## src/rtl/stage_round_robin_scheduler_if.sv

```systemverilog
// Grant bus between the seven requesters and the shared-datapath scheduler.
// The master side is the scheduler; the slave side is the requester/resource pool.
// Timeout build option (SCHED_TIMEOUT_EN) does not change this bundle.
interface stage_round_robin_scheduler_if;
   logic [6:0] req;
   logic       done;
   logic [2:0] sel;
   logic       valid;
   logic       timeout;
   logic       idle;

   modport master (
      input  req,
      input  done,
      output sel,
      output valid,
      output timeout,
      output idle
   );

   modport slave (
      output req,
      output done,
      input  sel,
      input  valid,
      input  timeout,
      input  idle
   );
endinterface

```

## src/rtl/stage_round_robin_scheduler.sv

```systemverilog
// Purpose: round-robin grant of one shared datapath stage among 7 requesters (sel + valid).
// Latency: grant registered one edge after req seen in IDLE; release + GAP + IDLE = 2 dead cycles.
// Backpressure: requesters hold req until served; grant ends on done, req drop, or hold timeout (SCHED_TIMEOUT_EN).
module stage_round_robin_scheduler #(
   parameter int HOLD_MAX = 15,
   parameter int CNT_W    = 4
) (
   input  logic                          clk,
   input  logic                          reset_n,
   stage_round_robin_scheduler_if.master bus
);

   typedef enum logic [1:0] {
      IDLE  = 2'd0,
      GRANT = 2'd1,
      GAP   = 2'd2
   } state_t;

   state_t     state, state_nx;
   logic [2:0] sel_q, sel_nx;
   logic [2:0] last_q, last_nx;
   logic       valid_q, valid_nx;
   logic       timeout_q, timeout_nx;
   logic [2:0] winner;
   logic       rel_done;
   logic       rel_hold;

   if (HOLD_MAX < 1 || HOLD_MAX > (2 ** CNT_W) - 1) begin : g_bad_hold
      $error("HOLD_MAX does not fit the hold counter width");
   end

   // First set request at last+1, last+2, ... modulo 7.
   function automatic logic [2:0] pick_next(input logic [6:0] r, input logic [2:0] l);
      logic [2:0] w;
      logic       found;
      w     = 3'd0;
      found = 1'b0;
      for (int k = 1; k <= 7; k++) begin
         int idx;
         idx = (int'(l) + k) % 7;
         if (!found && r[idx]) begin
            w     = 3'(idx);
            found = 1'b1;
         end
      end
      return w;
   endfunction

   assign winner   = pick_next(bus.req, last_q);
   assign rel_done = bus.done | ~bus.req[sel_q];

`ifdef SCHED_TIMEOUT_EN
   logic [CNT_W-1:0] cnt_q, cnt_nx;
   assign rel_hold = (cnt_q == CNT_W'(HOLD_MAX - 1));

   // Hold counter: cycles the current grant has stayed live beyond its first.
   always_ff @(posedge clk or negedge reset_n) begin
      if (!reset_n) cnt_q <= '0;
      else          cnt_q <= cnt_nx;
   end
`else
   assign rel_hold = 1'b0;
`endif

   // FSM state register.
   always_ff @(posedge clk or negedge reset_n) begin
      if (!reset_n) state <= IDLE;
      else          state <= state_nx;
   end

   // Registered grant outputs and the round-robin pointer.
   always_ff @(posedge clk or negedge reset_n) begin
      if (!reset_n) begin
         sel_q     <= 3'd0;
         valid_q   <= 1'b0;
         timeout_q <= 1'b0;
         last_q    <= 3'd6;
      end else begin
         sel_q     <= sel_nx;
         valid_q   <= valid_nx;
         timeout_q <= timeout_nx;
         last_q    <= last_nx;
      end
   end

   // Next-state and next-output decode; sel only moves when a new grant is issued.
   always_comb begin
      state_nx   = state;
      sel_nx     = sel_q;
      valid_nx   = valid_q;
      timeout_nx = 1'b0;
      last_nx    = last_q;
`ifdef SCHED_TIMEOUT_EN
      cnt_nx     = cnt_q;
`endif
      case (state)
         IDLE: begin
            if (|bus.req) begin
               sel_nx   = winner;
               valid_nx = 1'b1;
               state_nx = GRANT;
`ifdef SCHED_TIMEOUT_EN
               cnt_nx   = '0;
`endif
            end
         end
         GRANT: begin
            if (rel_done || rel_hold) begin
               valid_nx   = 1'b0;
               last_nx    = sel_q;
               timeout_nx = rel_hold & ~rel_done;
               state_nx   = GAP;
            end else begin
`ifdef SCHED_TIMEOUT_EN
               cnt_nx = cnt_q + 1'b1;
`endif
            end
         end
         GAP: begin
            valid_nx = 1'b0;
            state_nx = IDLE;
         end
         default: begin
            valid_nx = 1'b0;
            state_nx = IDLE;
         end
      endcase
   end

   assign bus.sel     = sel_q;
   assign bus.valid   = valid_q;
   assign bus.timeout = timeout_q;
   assign bus.idle    = (state == IDLE);

endmodule

```

## src/flat_wrapper.sv

```systemverilog
// flat-port wrapper written by rule: the top's interface ports become plain ports
module stage_round_robin_scheduler_flat 
#(
   parameter int HOLD_MAX = 15,
   parameter int CNT_W    = 4
)
  (clk, reset_n, bus_req, bus_done, bus_sel, bus_valid, bus_timeout, bus_idle);
  stage_round_robin_scheduler_if bus_i ();
  input  logic clk;
  input  logic reset_n;
  input wire logic [$bits(bus_i.req)-1:0] bus_req;
  input wire logic [$bits(bus_i.done)-1:0] bus_done;
  output wire logic [$bits(bus_i.sel)-1:0] bus_sel;
  output wire logic [$bits(bus_i.valid)-1:0] bus_valid;
  output wire logic [$bits(bus_i.timeout)-1:0] bus_timeout;
  output wire logic [$bits(bus_i.idle)-1:0] bus_idle;
  assign bus_i.req = bus_req;
  assign bus_i.done = bus_done;
  assign bus_sel = bus_i.sel;
  assign bus_valid = bus_i.valid;
  assign bus_timeout = bus_i.timeout;
  assign bus_idle = bus_i.idle;
  stage_round_robin_scheduler #(.HOLD_MAX(HOLD_MAX), .CNT_W(CNT_W)) u_core (.clk(clk), .reset_n(reset_n), .bus(bus_i));
endmodule
```

## config.mk

```make
export PLATFORM = sky130hd
export DESIGN_NAME = stage_round_robin_scheduler_flat
export DESIGN_NICKNAME = d
export VERILOG_FILES = /design/src/rtl/stage_round_robin_scheduler_if.sv /design/src/rtl/stage_round_robin_scheduler.sv /design/src/flat_wrapper.sv
export SDC_FILE = /design/constraint.sdc
export NUM_CORES = 1
export LEC_CHECK = 0
export BUFFER_PORTS_ARGS = -buffer_cell sky130_fd_sc_hd__buf_2
export CAP_MARGIN = 20
export CORE_AREA = 5 5 72 74
export DETAILED_ROUTE_END_ITERATION = 10
export DIE_AREA = 0 0 77 79
export PLACE_DENSITY_LB_ADDON = 0.15
export SYNTH_ARGS = -nofsm -noshare
export SYNTH_HDL_FRONTEND = slang
export SYNTH_SLANG_ARGS = --single-unit
```

## constraint.sdc

```tcl
create_clock -name clk -period 9.6 [get_ports clk]
set_input_delay 0.96 -clock clk [delete_from_list [all_inputs] [get_ports clk]]
set_output_delay 0.96 -clock clk [all_outputs]
set_load 0.02 [all_outputs]
```

=== Yosys cells after proc, flatten, opt, wreduce, memory -nomap -nowiden ===
Index checks and enable logic that the tools add are counted.

* Word-level logic and storage cells: 90
* Register bits: 9
* Output and inout port bits: 6

* Eq/ne operators: 3
* Bitwise logic cells: 2
* Magnitude comparators: 8
* Reduce and logical (&&, ||, !) cells: 17
* Add/sub/neg operators: 7
* Mux-type cells: 42
* Div/mod/pow operators: 7

{| class="wikitable"
|+ Operator list
! cell !! count
|-
| 32-bit by 5-bit < comparator with 1-bit output, second input constant || 7
|-
| 32-bit by 4-bit modulo with 32-bit output, second input constant || 7
|-
| 1-bit binary-select mux with 3-bit select || 8
|-
| 1-bit 2-to-1 mux || 23
|-
| 3-bit 2-to-1 mux || 7
|-
| 3-bit by 3-bit adder with 4-bit output, second input constant || 4
|-
| 3-bit by 2-bit adder with 4-bit output, second input constant || 2
|-
| 7-bit OR reduction || 1
|-
| 1-bit logical AND || 6
|-
| 1-bit zero test || 6
|-
| 2-bit AND reduction || 3
|-
| 3-bit by 1-bit adder with 4-bit output, second input constant || 1
|-
| 3-bit by 4-bit < comparator with 1-bit output, second input constant || 1
|-
| 2-bit 2-to-1 mux || 2
|-
| 2-bit by 1-bit != test with 1-bit output, second input constant || 2
|-
| 2-bit one-hot mux with 2 select lines || 1
|-
| 2-bit by 1-bit equality test with 1-bit output, second input constant || 1
|-
| 2-bit zero test || 1
|-
| 1-bit one-hot mux with 2 select lines || 1
|-
| 1-bit NOT || 1
|-
| 1-bit OR || 1
|}

=== Logic depth before layout (Yosys ltp) ===
* Word-level depth: 24
* Mapped depth: 22
* Mapped depth without buffers: 16

=== Worst setup path before layout ===
No wires, ideal clock.

* Kind: reg2reg
* From: register u_core.last_q[0]
* To: register u_core.sel_q[1], in the netlist u_core.bus.sel[1]
* Data arrival time: 4688 ps
* Path buffers: 7
* Slack: 4830 ps
* Required time: 9518 ps
* Cell stages (with the launch flop): 23
* Cell sequence: dfrtp_1 > buf_2 > inv_1 > buf_2 > clkbuf_1 > ha_1 > buf_2 > buf_2 > buf_2 > clkinv_1 > ha_1 > ha_1 > clkbuf_1 > o21bai_1 > o21ai_0 > a31oi_1 > xnor2_1 > mux4_2 > nor2_1 > a311oi_1 > o311ai_0 > o21ai_1 > a31oi_1

* Longest elaborated chain between the ends: 24

{| class="wikitable"
|+ RTL lines
! item !! line !! text
|-
| start, declared || stage_round_robin_scheduler.sv:21 || <nowiki>logic [2:0] last_q, last_nx;</nowiki>
|-
| start signal, assigned || stage_round_robin_scheduler.sv:82 || <nowiki>last_q <= last_nx;</nowiki>
|-
| 3-bit by 1-bit adder with 4-bit output || stage_round_robin_scheduler.sv:40 || <nowiki>idx = (int'(l) + k) % 7;</nowiki>
|-
| 32-bit by 4-bit modulo with 32-bit output || stage_round_robin_scheduler.sv:40 ||
|-
| 1-bit binary-select mux with 3-bit select || stage_round_robin_scheduler.sv:41 || <nowiki>if (!found && r[idx]) begin</nowiki>
|-
| 1-bit 2-to-1 mux (not written as such) (2 in a row) || stage_round_robin_scheduler.sv:41 ||
|-
| 1-bit 2-to-1 mux || stage_round_robin_scheduler.sv:41 ||
|-
| 1-bit zero test || stage_round_robin_scheduler.sv:41 ||
|-
| 1-bit logical AND || stage_round_robin_scheduler.sv:41 ||
|-
| 1-bit 2-to-1 mux || stage_round_robin_scheduler.sv:41 ||
|-
| [7 not listed] || - ||
|-
| 1-bit logical AND || stage_round_robin_scheduler.sv:41 ||
|-
| 1-bit 2-to-1 mux || stage_round_robin_scheduler.sv:41 ||
|-
| 1-bit zero test || stage_round_robin_scheduler.sv:41 ||
|-
| 1-bit logical AND || stage_round_robin_scheduler.sv:41 ||
|-
| 1-bit 2-to-1 mux || stage_round_robin_scheduler.sv:41 ||
|-
| 1-bit zero test || stage_round_robin_scheduler.sv:41 ||
|-
| 1-bit logical AND || stage_round_robin_scheduler.sv:41 ||
|-
| 3-bit 2-to-1 mux * || stage_round_robin_scheduler.sv:41 ||
|-
| end signal, assigned || stage_round_robin_scheduler.sv:79 || <nowiki>sel_q <= sel_nx;</nowiki>
|-
| end, declared || stage_round_robin_scheduler.sv:20 || <nowiki>logic [2:0] sel_q, sel_nx;</nowiki>
|}

Mark *: on every way between the ends. The rest lies on a longest branch, timed or not. The select of a mux whose other input is x is not followed.
A chain may end at the register's enable or synchronous reset.

=== Final worst setup path ===
* From: register u_core.last_q[0]
* To: register u_core.sel_q[0], in the netlist u_core.bus.sel[0]

Same word-level chain as after synthesis.

==> summary.md <==
| Metric | Value |
|---|---|
| Max-Slew Margin vs Limit | `50.03%` |
| Synthesis-to-finish area growth | `3.058%` |
| Post-CTS Resized | `0` |
| Drt first-iter violations | `220` |
| Critical path startpoint | `u_core.last_q[0]` |
| Cell count after synthesis | `345` |
| Htree depth | `1` |
| Category of the worst setup path launch point | `flop` |
| Length of the first detailed-routing pass in iterations | `6` |
| Number of buffer cells added on primary ports | `14` |
| Die outline width | `77 µm` |
| Synth warn | `0` |
| Share of post-route cells with drive strength above 1 | `13.24%` |
| Ys flop type | `sky130_fd_sc_hd__dfrtp_1` |
| Final period demand of the worst path | `5.418 ns` |
| Setup repair after global routing missed its margin | `no` |
| Global placer's final weighted congestion | `0.8943` |
| Clock sink count | `8` |
| Post-synth ARST share | `100.0%` |
| Run status | `finished, final reports clean` |
| Wirelength per Cell | `18.74 µm` |
| Die Height | `79 µm` |
| Area share of the largest cell type after synthesis | `10.19%` |
| Final clock skew | `0.002860 ns` |
| Setup slack of the worst register-to-register path | `4.18 ns` |
| Top cell family by delay on the critical path | `compound AO/OA/AOI/OAI gates` |
| Number of top-level pins | `16` |
| Logic depth of the worst setup path including buffers | `17` |
| Net count reported at finish | `372` |
| Multi-input combinational cell area | `0.002192 mm²` |
| Cell area after synthesis | `0.002577 mm²` |
| Wire length of the first global-routing pass | `12290 µm` |
| Worst-path cell with the longest stage delay | `sky130_fd_sc_hd__ha_1` |
| Maximum number of pins on one net before global-route repair | `33` |
| Clock transition at path regs | `0.04 ns` |
| TritonCTS Buffers | `3` |
| Share of synthesized area occupied by flip-flops and latches | `7.864%` |
| Die area | `0.006083 mm²` |
| Global route overflow | `0` |
| Flops & latches, synth | `8` |
| Storage element area | `202.7 µm²` |
| Fillers | `453` |
| Cell-by-cell trace of the critical path | `buf_4 > inv_1 > ha_1 > xor2_1 > inv_1 > ha_1 > ha_1 > nor3b_1 > o2111ai_1 > a21oi_1 > a21oi_1 > a31oi_1 > a22oi_1 > nor3_1 > o21ai_0 > a32o_1 > a31oi_1` |
| Number of setup violations in the final report | `0` |
| Placeable core area | `0.004536 mm²` |
| Post-DP HPWL | `5304 µm` |
| Pre-CTS WS | `4.341 ns` |
| Count of antenna-violating nets left after detailed routing | `0` |
| Hold WC Path Type | `in2async` |
| RR Endpoint | `u_core.bus.sel[0]` |
| Avg Synthesized Cell Area | `7.471 µm²` |
| Commonest cells post-synth | `sky130_fd_sc_hd__nor2_1, sky130_fd_sc_hd__nand2_1, sky130_fd_sc_hd__ha_1` |
| CP Capture Point | `u_core.bus.sel[0]` |
| Count of unresolved DRC violations after routing | `0` |
| Cell variety after synth | `74` |
| Ant diodes | `0` |
| Count of flip-flops with a built-in enable after synthesis | `0` |
| Global router's overall resource usage | `24.19%` |
| Fin crit share | `56.43%` |
| Ranking of synthesized cells by area | `sky130_fd_sc_hd__ha_1, sky130_fd_sc_hd__dfrtp_1, sky130_fd_sc_hd__mux2i_1` |
| Top cell by count, worst path | `sky130_fd_sc_hd__ha_1` |
| Max cap viols | `0` |
| Drt total wl | `7383 µm` |
| Number of buffers and inverters on the critical path | `3` |
| Placed Instances | `390` |
| Finished Cell Area | `0.002656 mm²` |
| Arrival @ worst endpoint | `5.56 ns` |
| Nets in the synthesized netlist | `376` |
| Placement row count | `25` |
| Upper clock frequency limit | `0.1846 GHz` |
| Critical path's largest stage delay | `0.68 ns` |
| Biggest fanout along the worst timing path | `32` |
| Beginning of the worst register-to-register path | `u_core.last_q[0]` |
| Number of non-filler instances in the completed layout | `394` |
| Slew of the pin with the lowest slew margin | `0.7488 ns` |
| Clk root buf | `sky130_fd_sc_hd__clkbuf_8` |
| Classification of the worst setup path | `reg2reg` |
| Critical Path Sink Type | `flop` |
| Most area-hungry cell type in the Yosys netlist | `sky130_fd_sc_hd__ha_1` |
| Final Slew Violations | `0` |
| Number of global-route vias before repair | `2521` |
| Data required time at the worst endpoint | `9.74 ns` |
| Initial Util | `56.83%` |
| Number of cells on the worst reg-to-reg path | `17` |
| Most numerous cell in the Yosys netlist | `sky130_fd_sc_hd__nor2_1` |
| Max clock buf depth | `2` |
| Postcts setup bufs | `0` |
| Overall via count from detail_route | `2667` |
| TritonCTS clock tree | `done` |
| Post-DR vias/cell | `6.769` |
| Post-CTS Hold Buffers | `0` |
| Antenna violations before repair | `0` |
| Post-Place Cell Area | `0.002611 mm²` |
| Setup ws final | `4.182 ns` |
| Final sum of negative setup slack | `0 ns` |
| Skew-Pair Late Insertion Delay | `0.23 ns` |
| Count of final hold-check violations | `0` |
## worst register-to-register path: stages (launching register included)
cell and delay, ns:
sky130_fd_sc_hd__dfrtp_1 0.36, sky130_fd_sc_hd__buf_4 0.24, sky130_fd_sc_hd__inv_1 0.60, sky130_fd_sc_hd__ha_1 0.68
sky130_fd_sc_hd__xor2_1 0.24, sky130_fd_sc_hd__inv_1 0.23, sky130_fd_sc_hd__ha_1 0.18, sky130_fd_sc_hd__ha_1 0.43
sky130_fd_sc_hd__nor3b_1 0.31, sky130_fd_sc_hd__o2111ai_1 0.24, sky130_fd_sc_hd__a21oi_1 0.18, sky130_fd_sc_hd__a21oi_1 0.10
sky130_fd_sc_hd__a31oi_1 0.34, sky130_fd_sc_hd__a22oi_1 0.18, sky130_fd_sc_hd__nor3_1 0.47, sky130_fd_sc_hd__o21ai_0 0.17
sky130_fd_sc_hd__a32o_1 0.24, sky130_fd_sc_hd__a31oi_1 0.15
## through the flow
stage	hold WS, ns	utilization, %
floorplan	0.5758	-
detailed placement	0.5641	57.57
global placement	0.5646	57.57
finish	0.5666	58.57
CTS	0.5637	58.57
global route	0.5695	58.57
## cell type report
class	instances	share of cell area, %
Clock buffer	4	1.696
Inverter	17	2.402
Multi-Input combinational cell	295	82.52
Sequential cell	8	7.631
Tap cell	54	2.544
Timing Repair Buffer	16	3.203
## logic make-up (layout without fill, tap and decap cells)
group                    count (synthesis)  in the layout  synth area share [%]
AND/OR/NAND/NOR                        120            120                 24.37
AO/OA/AOI/OAI                          117            117                 33.64
buffers and inverters                   42             37                 7.087
multiplexers                            23             23                 11.99
adder cells (fa/ha/maj)                 21             21                 10.19
XOR/XNOR                                13             13                 4.709
flip-flops                               8              8                 7.864
other                                    1              1                0.1455
## worst min-delay path by stage
stage | from | slack, ns | endpoint
after floorplan | u_core.state[1] | 0.58 | u_core.state[0]
after global placement | u_core.bus.sel[1] | 0.56 | u_core.last_q[1]
after detailed placement | u_core.state[0] | 0.56 | u_core.state[0]
after CTS | reset_n | 0.56 | u_core.state[0]
after global routing | reset_n | 0.57 | u_core.state[1]
final | reset_n | 0.57 | u_core.state[0]
## cells in the final DEF (no fill, tap or decap), types with 10 or more instances in the layout
master / netlist / routed
sky130_fd_sc_hd__a21oi_1: 16 / 16
sky130_fd_sc_hd__nand2_1: 26 / 26
sky130_fd_sc_hd__o21ai_0: 14 / 14
sky130_fd_sc_hd__ha_1: 21 / 21
sky130_fd_sc_hd__mux2i_1: 14 / 14
sky130_fd_sc_hd__nor2_1: 30 / 30
sky130_fd_sc_hd__inv_1: 14 / 14
sky130_fd_sc_hd__buf_2: 12 / 14
sky130_fd_sc_hd__a31oi_1: 10 / 10
sky130_fd_sc_hd__xnor2_1: 11 / 11
## layer usage
layer / global-route usage (%) / share of wire (%)
met1: 32.47 / 44
met2: 40.66 / 47
met3: 2.608 / 6.3
met4: 7.732 / 2.9
met5: 0 / 0
## state kept, by name, summed over array words and instances, names as in the netlist
name,cells
u_core.bus.sel,3
u_core.last_q,3
u_core.state,2
Power is not shown: default switching activity piles up to over one toggle a cycle in this logic, so the estimate is an artifact.
